==> src/rtl/muldiv_unit.sv <==
// Iterative RV32M multiply/divide unit: shift-add multiply, restoring divide, valid/ready on both sides.
// Define MULDIV_FAST_MUL_EN to replace the iterative multiplier with a single-cycle combinational array.
module muldiv_unit #(
   parameter int XLEN  = 32,
   parameter int TAG_W = 5
) (
   input  logic             clk,
   input  logic             reset,
   input  logic             flush,
   input  logic             in_valid,
   output logic             in_ready,
   input  logic [2:0]       in_f3,
   input  logic [XLEN-1:0]  in_a,
   input  logic [XLEN-1:0]  in_b,
   input  logic [TAG_W-1:0] in_tag,
   output logic             out_valid,
   input  logic             out_ready,
   output logic [XLEN-1:0]  out_result,
   output logic [TAG_W-1:0] out_tag,
   output logic             busy
);
   localparam int CW = $clog2(XLEN + 1);
   localparam logic [XLEN-1:0] MOST_NEG = {1'b1, {(XLEN-1){1'b0}}};

   typedef enum logic [1:0] {S_IDLE, S_CALC, S_DONE} state_t;

   state_t           state_q;
   logic [CW-1:0]    count_q;
   logic [2:0]       f3_q;
   logic             neg_q;
   logic [XLEN-1:0]  hi_q, lo_q, op_q, res_q;
   logic [TAG_W-1:0] tag_q;
   logic             in_ready_q, out_valid_q, busy_q;

   logic            is_div, a_signed, b_signed, a_neg, b_neg;
   logic            div_zero, div_ovf, special, neg_d, take_now;
   logic [XLEN-1:0] a_mag, b_mag, special_res, now_res;

   always_comb begin
      is_div      = in_f3[2];
      a_signed    = (in_f3 == 3'd1) || (in_f3 == 3'd2) || (in_f3 == 3'd4) || (in_f3 == 3'd6);
      b_signed    = (in_f3 == 3'd1) || (in_f3 == 3'd4) || (in_f3 == 3'd6);
      a_neg       = a_signed && in_a[XLEN-1];
      b_neg       = b_signed && in_b[XLEN-1];
      a_mag       = a_neg ? -in_a : in_a;
      b_mag       = b_neg ? -in_b : in_b;
      // Remainder takes the dividend's sign; everything else takes the product/quotient sign.
      neg_d       = (is_div && in_f3[1]) ? a_neg : (a_neg ^ b_neg);
      div_zero    = is_div && (in_b == '0);
      div_ovf     = is_div && !in_f3[0] && (in_a == MOST_NEG) && (in_b == '1);
      special     = div_zero || div_ovf;
      special_res = div_zero ? (in_f3[1] ? in_a : '1) : (in_f3[1] ? '0 : in_a);
   end

`ifdef MULDIV_FAST_MUL_EN
   logic [2*XLEN-1:0] fast_a, fast_b, fast_p;
   always_comb begin
      // Low 2*XLEN bits of the sign-extended product equal the exact signed product.
      fast_a   = {{XLEN{a_neg}}, in_a};
      fast_b   = {{XLEN{b_neg}}, in_b};
      fast_p   = fast_a * fast_b;
      take_now = special || !is_div;
      if (is_div)
         now_res = special_res;
      else if (in_f3[1:0] == 2'd0)
         now_res = fast_p[XLEN-1:0];
      else
         now_res = fast_p[2*XLEN-1:XLEN];
   end
`else
   assign take_now = special;
   assign now_res  = special_res;
`endif

   logic [XLEN:0]     mul_sum, div_shift;
   logic              div_ge;
   logic [XLEN-1:0]   hi_d, lo_d, fin_val, res_d;
   logic [2*XLEN-1:0] prod_fix;

   always_comb begin
      mul_sum   = {1'b0, hi_q} + (lo_q[0] ? {1'b0, op_q} : '0);
      div_shift = {hi_q, lo_q[XLEN-1]};
      div_ge    = div_shift >= {1'b0, op_q};
      if (f3_q[2]) begin
         hi_d = div_ge ? (div_shift[XLEN-1:0] - op_q) : div_shift[XLEN-1:0];
         lo_d = {lo_q[XLEN-2:0], div_ge};
      end else begin
         hi_d = mul_sum[XLEN:1];
         lo_d = {mul_sum[0], lo_q[XLEN-1:1]};
      end
      prod_fix = neg_q ? -{hi_q, lo_q} : {hi_q, lo_q};
      fin_val  = f3_q[1] ? hi_q : lo_q;
      if (f3_q[2])
         res_d = neg_q ? -fin_val : fin_val;
      else if (f3_q[1:0] == 2'd0)
         res_d = prod_fix[XLEN-1:0];
      else
         res_d = prod_fix[2*XLEN-1:XLEN];
   end

   // XLEN iterations run at count 0..XLEN-1; the count==XLEN cycle applies the sign fix-up.
   always_ff @(posedge clk or posedge reset) begin
      if (reset) begin
         state_q     <= S_IDLE;
         count_q     <= '0;
         f3_q        <= '0;
         neg_q       <= 1'b0;
         hi_q        <= '0;
         lo_q        <= '0;
         op_q        <= '0;
         res_q       <= '0;
         tag_q       <= '0;
         in_ready_q  <= 1'b1;
         out_valid_q <= 1'b0;
         busy_q      <= 1'b0;
      end else if (flush) begin
         state_q     <= S_IDLE;
         count_q     <= '0;
         in_ready_q  <= 1'b1;
         out_valid_q <= 1'b0;
         busy_q      <= 1'b0;
      end else begin
         case (state_q)
            S_IDLE: begin
               if (in_valid) begin
                  f3_q       <= in_f3;
                  tag_q      <= in_tag;
                  neg_q      <= neg_d;
                  in_ready_q <= 1'b0;
                  busy_q     <= 1'b1;
                  count_q    <= '0;
                  if (take_now) begin
                     res_q       <= now_res;
                     out_valid_q <= 1'b1;
                     state_q     <= S_DONE;
                  end else begin
                     hi_q    <= '0;
                     lo_q    <= is_div ? a_mag : b_mag;
                     op_q    <= is_div ? b_mag : a_mag;
                     state_q <= S_CALC;
                  end
               end
            end
            S_CALC: begin
               count_q <= count_q + 1'b1;
               if (count_q == CW'(XLEN)) begin
                  res_q       <= res_d;
                  out_valid_q <= 1'b1;
                  state_q     <= S_DONE;
               end else begin
                  hi_q <= hi_d;
                  lo_q <= lo_d;
               end
            end
            S_DONE: begin
               if (out_ready) begin
                  out_valid_q <= 1'b0;
                  busy_q      <= 1'b0;
                  in_ready_q  <= 1'b1;
                  state_q     <= S_IDLE;
               end
            end
            default: state_q <= S_IDLE;
         endcase
      end
   end

   assign in_ready   = in_ready_q;
   assign out_valid  = out_valid_q;
   assign busy       = busy_q;
   assign out_result = res_q;
   assign out_tag    = tag_q;
endmodule

==> config.mk <==
export PLATFORM = sky130hd
export DESIGN_NAME = muldiv_unit
export DESIGN_NICKNAME = d
export VERILOG_FILES = /design/src/rtl/muldiv_unit.sv
export SDC_FILE = /design/constraint.sdc
export NUM_CORES = 1
export LEC_CHECK = 0
export CAP_MARGIN = 20
export CORE_MARGIN = 3
export CORE_UTILIZATION = 50
export CTS_CLUSTER_DIAMETER = 200
export DETAILED_ROUTE_END_ITERATION = 12
export PLACE_DENSITY_LB_ADDON = 0.15
export SYNTH_ARGS = -nofsm -noshare
export SYNTH_HDL_FRONTEND = slang
export SYNTH_SLANG_ARGS = --single-unit
==> constraint.sdc <==
create_clock -name clk -period 5.8 [get_ports clk]
set_input_delay 1.45 -clock clk [delete_from_list [all_inputs] [get_ports clk]]
set_output_delay 1.45 -clock clk [all_outputs]
set_load 0.005 [all_outputs]
; ---- After elaboration in Yosys (flattened, before gate mapping)
; Cells that the tools add are included.
[word_totals]
register_bits = 148
latchBits = 0
ram_bits = 0
mem_bits_ro = 0
input_bits = 77
output_inout_bits = 40
mem_count = 0
[op_classes]
add_sub_neg = 7
n_mul = 0
n_div = 0
n_lt_le_gt_ge = 1
n_eq_ne = 18
n_shift = 0
mux = 51
bitwise_logic = 3
reduce_logical = 29
[op_table]
columns = op, n
row1 = $mux W32, 24
row2 = $pmux W32 S2, 3
row3 = $neg A32 Y32, 3
row4 = $eq A32 B32 Y1 const B, 2
row5 = $mux W64, 1
row6 = $neg A64 Y64, 1
row7 = $add A32 B32 Y33, 1
row8 = $ge A33 B32 Y1, 1
row9 = $logic_not A32 Y1, 1
row10 = $sub A32 B32 Y32, 1
row11 = $reduce_and A5 Y1, 3
row12 = $mux W6, 2
row13 = $ne A3 B3 Y1 const B, 4
row14 = $pmux W6 S2, 1
row15 = $mux W1, 11
row16 = $mux W2, 5
row17 = $ne A2 B2 Y1 const B, 5
row18 = $reduce_and A3 Y1, 3
row19 = $logic_and A1 B1 Y1, 7
row20 = $add A6 B1 Y6 const B, 1
row21 = $eq A3 B3 Y1 const B, 2
row22 = $eq A6 B6 Y1 const B, 1
row23 = $logic_or A1 B1 Y1, 6
row24 = $pmux W2 S3, 1
row25 = other kinds (15), 19

; ---- Logic depth before layout (Yosys ltp)
[logic_depth]
depth_word = 10
depth_mapped = 15
ltp_nobuf = 13

; ---- Worst setup path after synthesis
; OpenSTA, ideal clock, no wires.
[synth_timing]
kind = reg-to-reg
start = register f3_q[1]
end = register res_q[28], in the netlist out_result[28]
setup_ns = 0.128
t_arrival_ns = 4.293
t_required_ns = 5.672
setup_slack_ns = 1.379
path_stages_with_launch = 16
n_path_buf = 6
period_less_slack_ns = 4.421
cell_sequence = dfrtp_1 buf_4 buf_4 clkbuf_1 buf_1 buf_2 buf_2 mux2i_1 ha_1 o21ai_0 or4_4 or4_1 o31ai_1 xor2_1 a221oi_1 nor3_1
[synth_between]
elab_chain_cells = 6
elab_cells_between_ends = 8
cone_classes = add/sub (1) / mux (6) / reduce/logical (1)
[synth_lines]
columns = element, line_no
row1 = start: declaration, 29  ; logic [2:0] f3_q;
row2 = start signal: assignment, 126  ; f3_q <= in_f3;
row3 = $mux W32, 92  ; fin_val = f3_q[1] ? hi_q : lo_q;
row4 = $neg A32 Y32, 94  ; res_d = neg_q ? -fin_val : fin_val;
row5 = $mux W32, 94
row6 = $mux W32 *, 93  ; if (f3_q[2])
row7 = $mux W32 *, 146  ; if (count_q == CW'(XLEN)) begin
row8 = $pmux W32 S2 *, 123  ; case (state_q)
row9 = end signal: assignment, 133  ; res_q <= now_res;
row10 = end signal: assignment, 147  ; res_q <= res_d;
row11 = end: declaration, 31  ; logic [XLEN-1:0] hi_q, lo_q, op_q, res_q;
; Every way passes the cells marked *; elsewhere a longest branch is shown, timed or not. The select of a mux whose other input is x is not followed.
; A chain may end at the register's enable or synchronous reset.

; ---- Worst setup path after layout
[layout_timing]
start = input in_a[0]
end = register lo_q[10]
[layout_between]
elab_chain_cells = 6
elab_cells_between_ends = 12
cone_classes = add/sub (1) / eq/ne (2) / mux (5) / reduce/logical (4)
[layout_lines]
columns = element, line_no
row1 = start: declaration, 13  ; input logic [XLEN-1:0] in_a,
row2 = $neg A32 Y32 / $eq A32 B32 Y1 (equally long branches), "45, 50"
row3 = $mux W32 / $logic_and A1 B1 Y1 (equally long branches), "45, 50"
row4 = $mux W32 / $logic_and A1 B1 Y1 (equally long branches), "138, 50"
row5 = $mux W32 / $logic_or A1 B1 Y1 (equally long branches), "132, 51"
row6 = $mux W32 / $ne A2 B2 Y1 (equally long branches), n/a
row7 = $pmux W32 S2 / $reduce_and A5 Y1 (equally long branches), n/a
row8 = end signal: assignment, 138  ; lo_q <= is_div ? a_mag : b_mag;
row9 = end signal: assignment, 152  ; lo_q <= lo_d;
row10 = end: declaration, 31
; Several ways; a longest one is shown, not always the timed one. The select of a mux whose other input is x is not followed.

==> impl_metrics.py <==
metrics = {
    "grt": {
        "antenna_found_initial": 0,
        "grt_pass1_wl_um": 96800,
        "grt_max_degree": 73,
        "grt_usage": 0.353,
        "grt_pass1_vias": 15900,
        "overflow": 0,
    },
    "synth": {
        "synthArstFlopShare": 1.00,
        "ys.flop_type": "dfrtp_1",
        "yosys-top-cells-area": "dfrtp_1 (22%), a21oi_1 (6.6%), o21ai_0 (5.9%)",
        "synth-seq-cells": 148,
        "yosys_warnings": 0,
        "avgSynthCellArea_um2": 7.39,
        "yosysUniqueCellTypes": 86,
        "synth_common_cells": "nor2_1 (248), a21oi_1 (215), nand2_1 (209)",
        "netlist_area_um2": 16400,
        "netlist_instances": 2218,
        "syn_nets": 2368,
        "synth_top_area_share": 0.225,
        "synth_top_area_cell": "dfrtp_1",
        "ys_seq_area_frac": 0.226,
        "synth-edff-count": 0,
        "post-synth-top-count-cell": "nor2_1",
    },
    "power": {
        "p_switching_mw": 4.01,
        "pwr-share-comb": 0.594,
        "ir_drop_v": 0.000288,
        "power.total_mw": 7.81,
        "p_int_mw": 3.80,
        "swShare": 0.513,
        "p_leak_nw": 7.40,
        "power_density_nw_per_um2": 426,
        "p_clk_frac": 0.158,
        "sequentialPowerShare": 0.248,
    },
    "cts": {
        "tritoncts": "built",
        "cts_made_buffers": 17,
        "clock-root-buffer": "clkbuf_16",
        "cts.clk_slew.worst_paths_ns": 0.07,
        "cts.sinks": 148,
        "insertion_delay_ns": 0.46,
        "postCtsHoldBufs": 0,
        "h-tree-depth": 4,
        "cts_setup_buffers": 0,
        "clockBufferDepth": 2,
        "cts-resized-gates": 0,
    },
    "critical_path": {
        "reg2regPathDepth": 12,
        "r2r-end": "hi_q[28]",
        "critPathMaxFanout": 45,
        "r2r_setup_slack_ns": 0.83,
        "arrival_ns": 5.28,
        "crit_required_ns": 6.09,
        "worstSetupPathType": "input port to register",
        "cp-start-kind": "input port",
        "r2r-start": "lo_q[0]",
        "endpoint_kind": "register",
    },
    "final_layout": {
        "stdcell_area_um2": 18300,
        "area_growth_syn_to_layout_pct": 11.9,
        "antennaDiodeCount": 0,
        "nets": 2367,
        "final_cells": 2665,
        "drive_above_1_share": 0.0583,
        "multi_input_area_um2": 11700,
        "nFillCells": 3093,
        "seq_area_um2": 3710,
    },
    "route": {
        "avgViaCountPerCell": 6.49,
        "post-route-drc-count": 0,
        "drtPass1Iterations": 6,
        "drtIter0Drc": 1932,
        "vias": 17300,
        "ant_nets": 0,
        "drt_wl_total_um": 63700,
        "wl_per_cell_um": 23.9,
    },
    "timing": {
        "fmax_mhz": 201,
        "fin_worst_skew_ns": 0.0182,
        "slew_headroom": 0.135,
        "final_max_slew_viol_count": 0,
        "min_period_over_period": 0.860,
        "finalSetupViolCount": 0,
        "hold_viol": 0,
        "fin_tns_setup_ns": 0,
        "min_period_ns": 4.99,
        "rsz0062_at_grt": "no",
        "setup_ws_ns": 0.813,
        "worst_pin_slew_ns": 1.26,
    },
    "floorplan": {
        "fp.coreArea_um2": 32000,
        "fp.dieArea_um2": 35000,
        "io_pins": 117,
        "row_count": 65,
        "start_util": 0.513,
        "fp.dieH_um": 187,
        "die-width_um": 187,
    },
    "status": {
        "status": "completed",
    },
    "job": {
        "max_cap_violations": 0,
    },
    "placed_design": {
        "place_ws_ns": 0.471,
        "hpwl_um": 48900,
        "dp.cells": 2633,
        "gp_congestion": 1.03,
        "port_buffers": 116,
        "place_area_um2": 17700,
    },
    "min_path": {
        "holdPathStages": 2,
        "hold_path_end": "out_tag[4]",
        "hold_path.startpoint": "out_tag[4]",
        "min_path_type": "register to register",
    },
}
==> cells in the final DEF (no fill, tap or decap), types with 7 or more instances in the layout <==
cell	instances
xnor2_1	105
nand4_1	22
o211ai_1	28
o31ai_1	47
and2_1	16
a221o_1	10
a221oi_1	7
or4_1	15
clkbuf_16	17
nor2_1	248
xor2_1	86
a21oi_1	214
nor3_1	59
maj3_1	27
clkdlybuf4s50_1	115
dfrtp_1	144
inv_1	75
nand3_1	28
nand2b_1	30
and3_1	12
a22oi_1	21
o41ai_1	16
mux2_2	22
o22ai_1	16
a211oi_1	32
nand2_1	208
o22a_1	7
buf_4	32
or2_2	11
mux2i_1	75
nor3b_1	9
ha_1	71
nor4_1	19
a21o_1	18
or3_1	18
a31oi_1	18
o21ai_0	192
nor2b_1	13
==> through the flow <==
step / hold WS [ns] / utilization
6_report: 0.475 / 0.573
5_1_grt: 0.502 / 0.573
4_1_cts: 0.478 / 0.573
3_5_place_dp: 0.461 / 0.554
3_3_place_gp: 0.457 / 0.554
2_1_floorplan: 0.450 / -
==> worst max path at each step <==
stage / start / depth (start not counted) / slack (ns) / endpoint
2_1_floorplan: reset / 1 / 0.37 / busy
3_3_place_gp: in_b[18] / 9 / 0.64 / out_result[24]
3_5_place_dp: in_b[18] / 10 / 0.47 / lo_q[26]
4_1_cts: in_b[18] / 11 / 0.95 / lo_q[10]
5_1_grt: in_a[0] / 13 / 0.58 / lo_q[10]
6_report: in_a[0] / 13 / 0.81 / lo_q[10]
==> area by class of cell <==
cell class / count / area share
Clock buffer: 18 / 0.0234
Inverter: 78 / 0.0162
Clock inverter: 14 / 0.0103
Sequential cell: 148 / 0.202
Timing Repair Buffer: 149 / 0.0773
Tap cell: 435 / 0.0297
Multi-Input combinational cell: 1823 / 0.641
==> per-layer routing <==
metal  global-route usage  wire length [um]
met3               0.0630              6080
met2                0.525             27200
met4                0.146              2750
met1                0.506             27700
met5                    0                 0
==> registers in the layout (all words and copies together), names as in the netlist, 2 cells and up <==
| name | count |
|---|---|
| count_q | 6 |
| f3_q | 3 |
| hi_q | 32 |
| lo_q | 32 |
| op_q | 32 |
| out_result | 32 |
| out_tag | 5 |
| state_q | 2 |
==> power groups by stage <==
| stage | clock network (mW) | registers [mW] | logic [mW] |
|---|---|---|---|
| 3_3_place_gp | 0 | 1.91 | 4.43 |
| 5_1_grt | 1.28 | 1.95 | 5.07 |
| 6_report | 1.23 | 1.94 | 4.64 |
| 3_5_place_dp | 0 | 1.92 | 4.49 |
| 4_1_cts | 1.24 | 1.90 | 4.53 |
| 2_1_floorplan | 0 | 1.44 | 3.67 |
==> logic make-up (layout without fill, tap and decap cells) <==
kind of cell,Yosys count,after routing,share of synthesized area
and+or+nand+nor,741,741,0.215
AOI/OAI and AO/OA,694,694,0.262
buffers and inverters,247,259,0.0601
xor gates and xnor gates,191,191,0.102
DFF,148,148,0.226
adders and majority gates,100,100,0.0732
muxes,97,97,0.0609
==> critical path, cell delays in order <==
cell,delay (ns)
clkdlybuf4s50_1,0.47
inv_1,0.11
ha_1,0.18
nor4b_1,0.48
nand4_1,0.31
nor2_1,0.32
nand2_1,0.18
o21ai_2,0.53
nor2_1,0.27
nor2_4,0.31
inv_2,0.37
nor2_1,0.23
a31oi_1,0.05
Note: power is estimated with default switching activity, not from simulation.
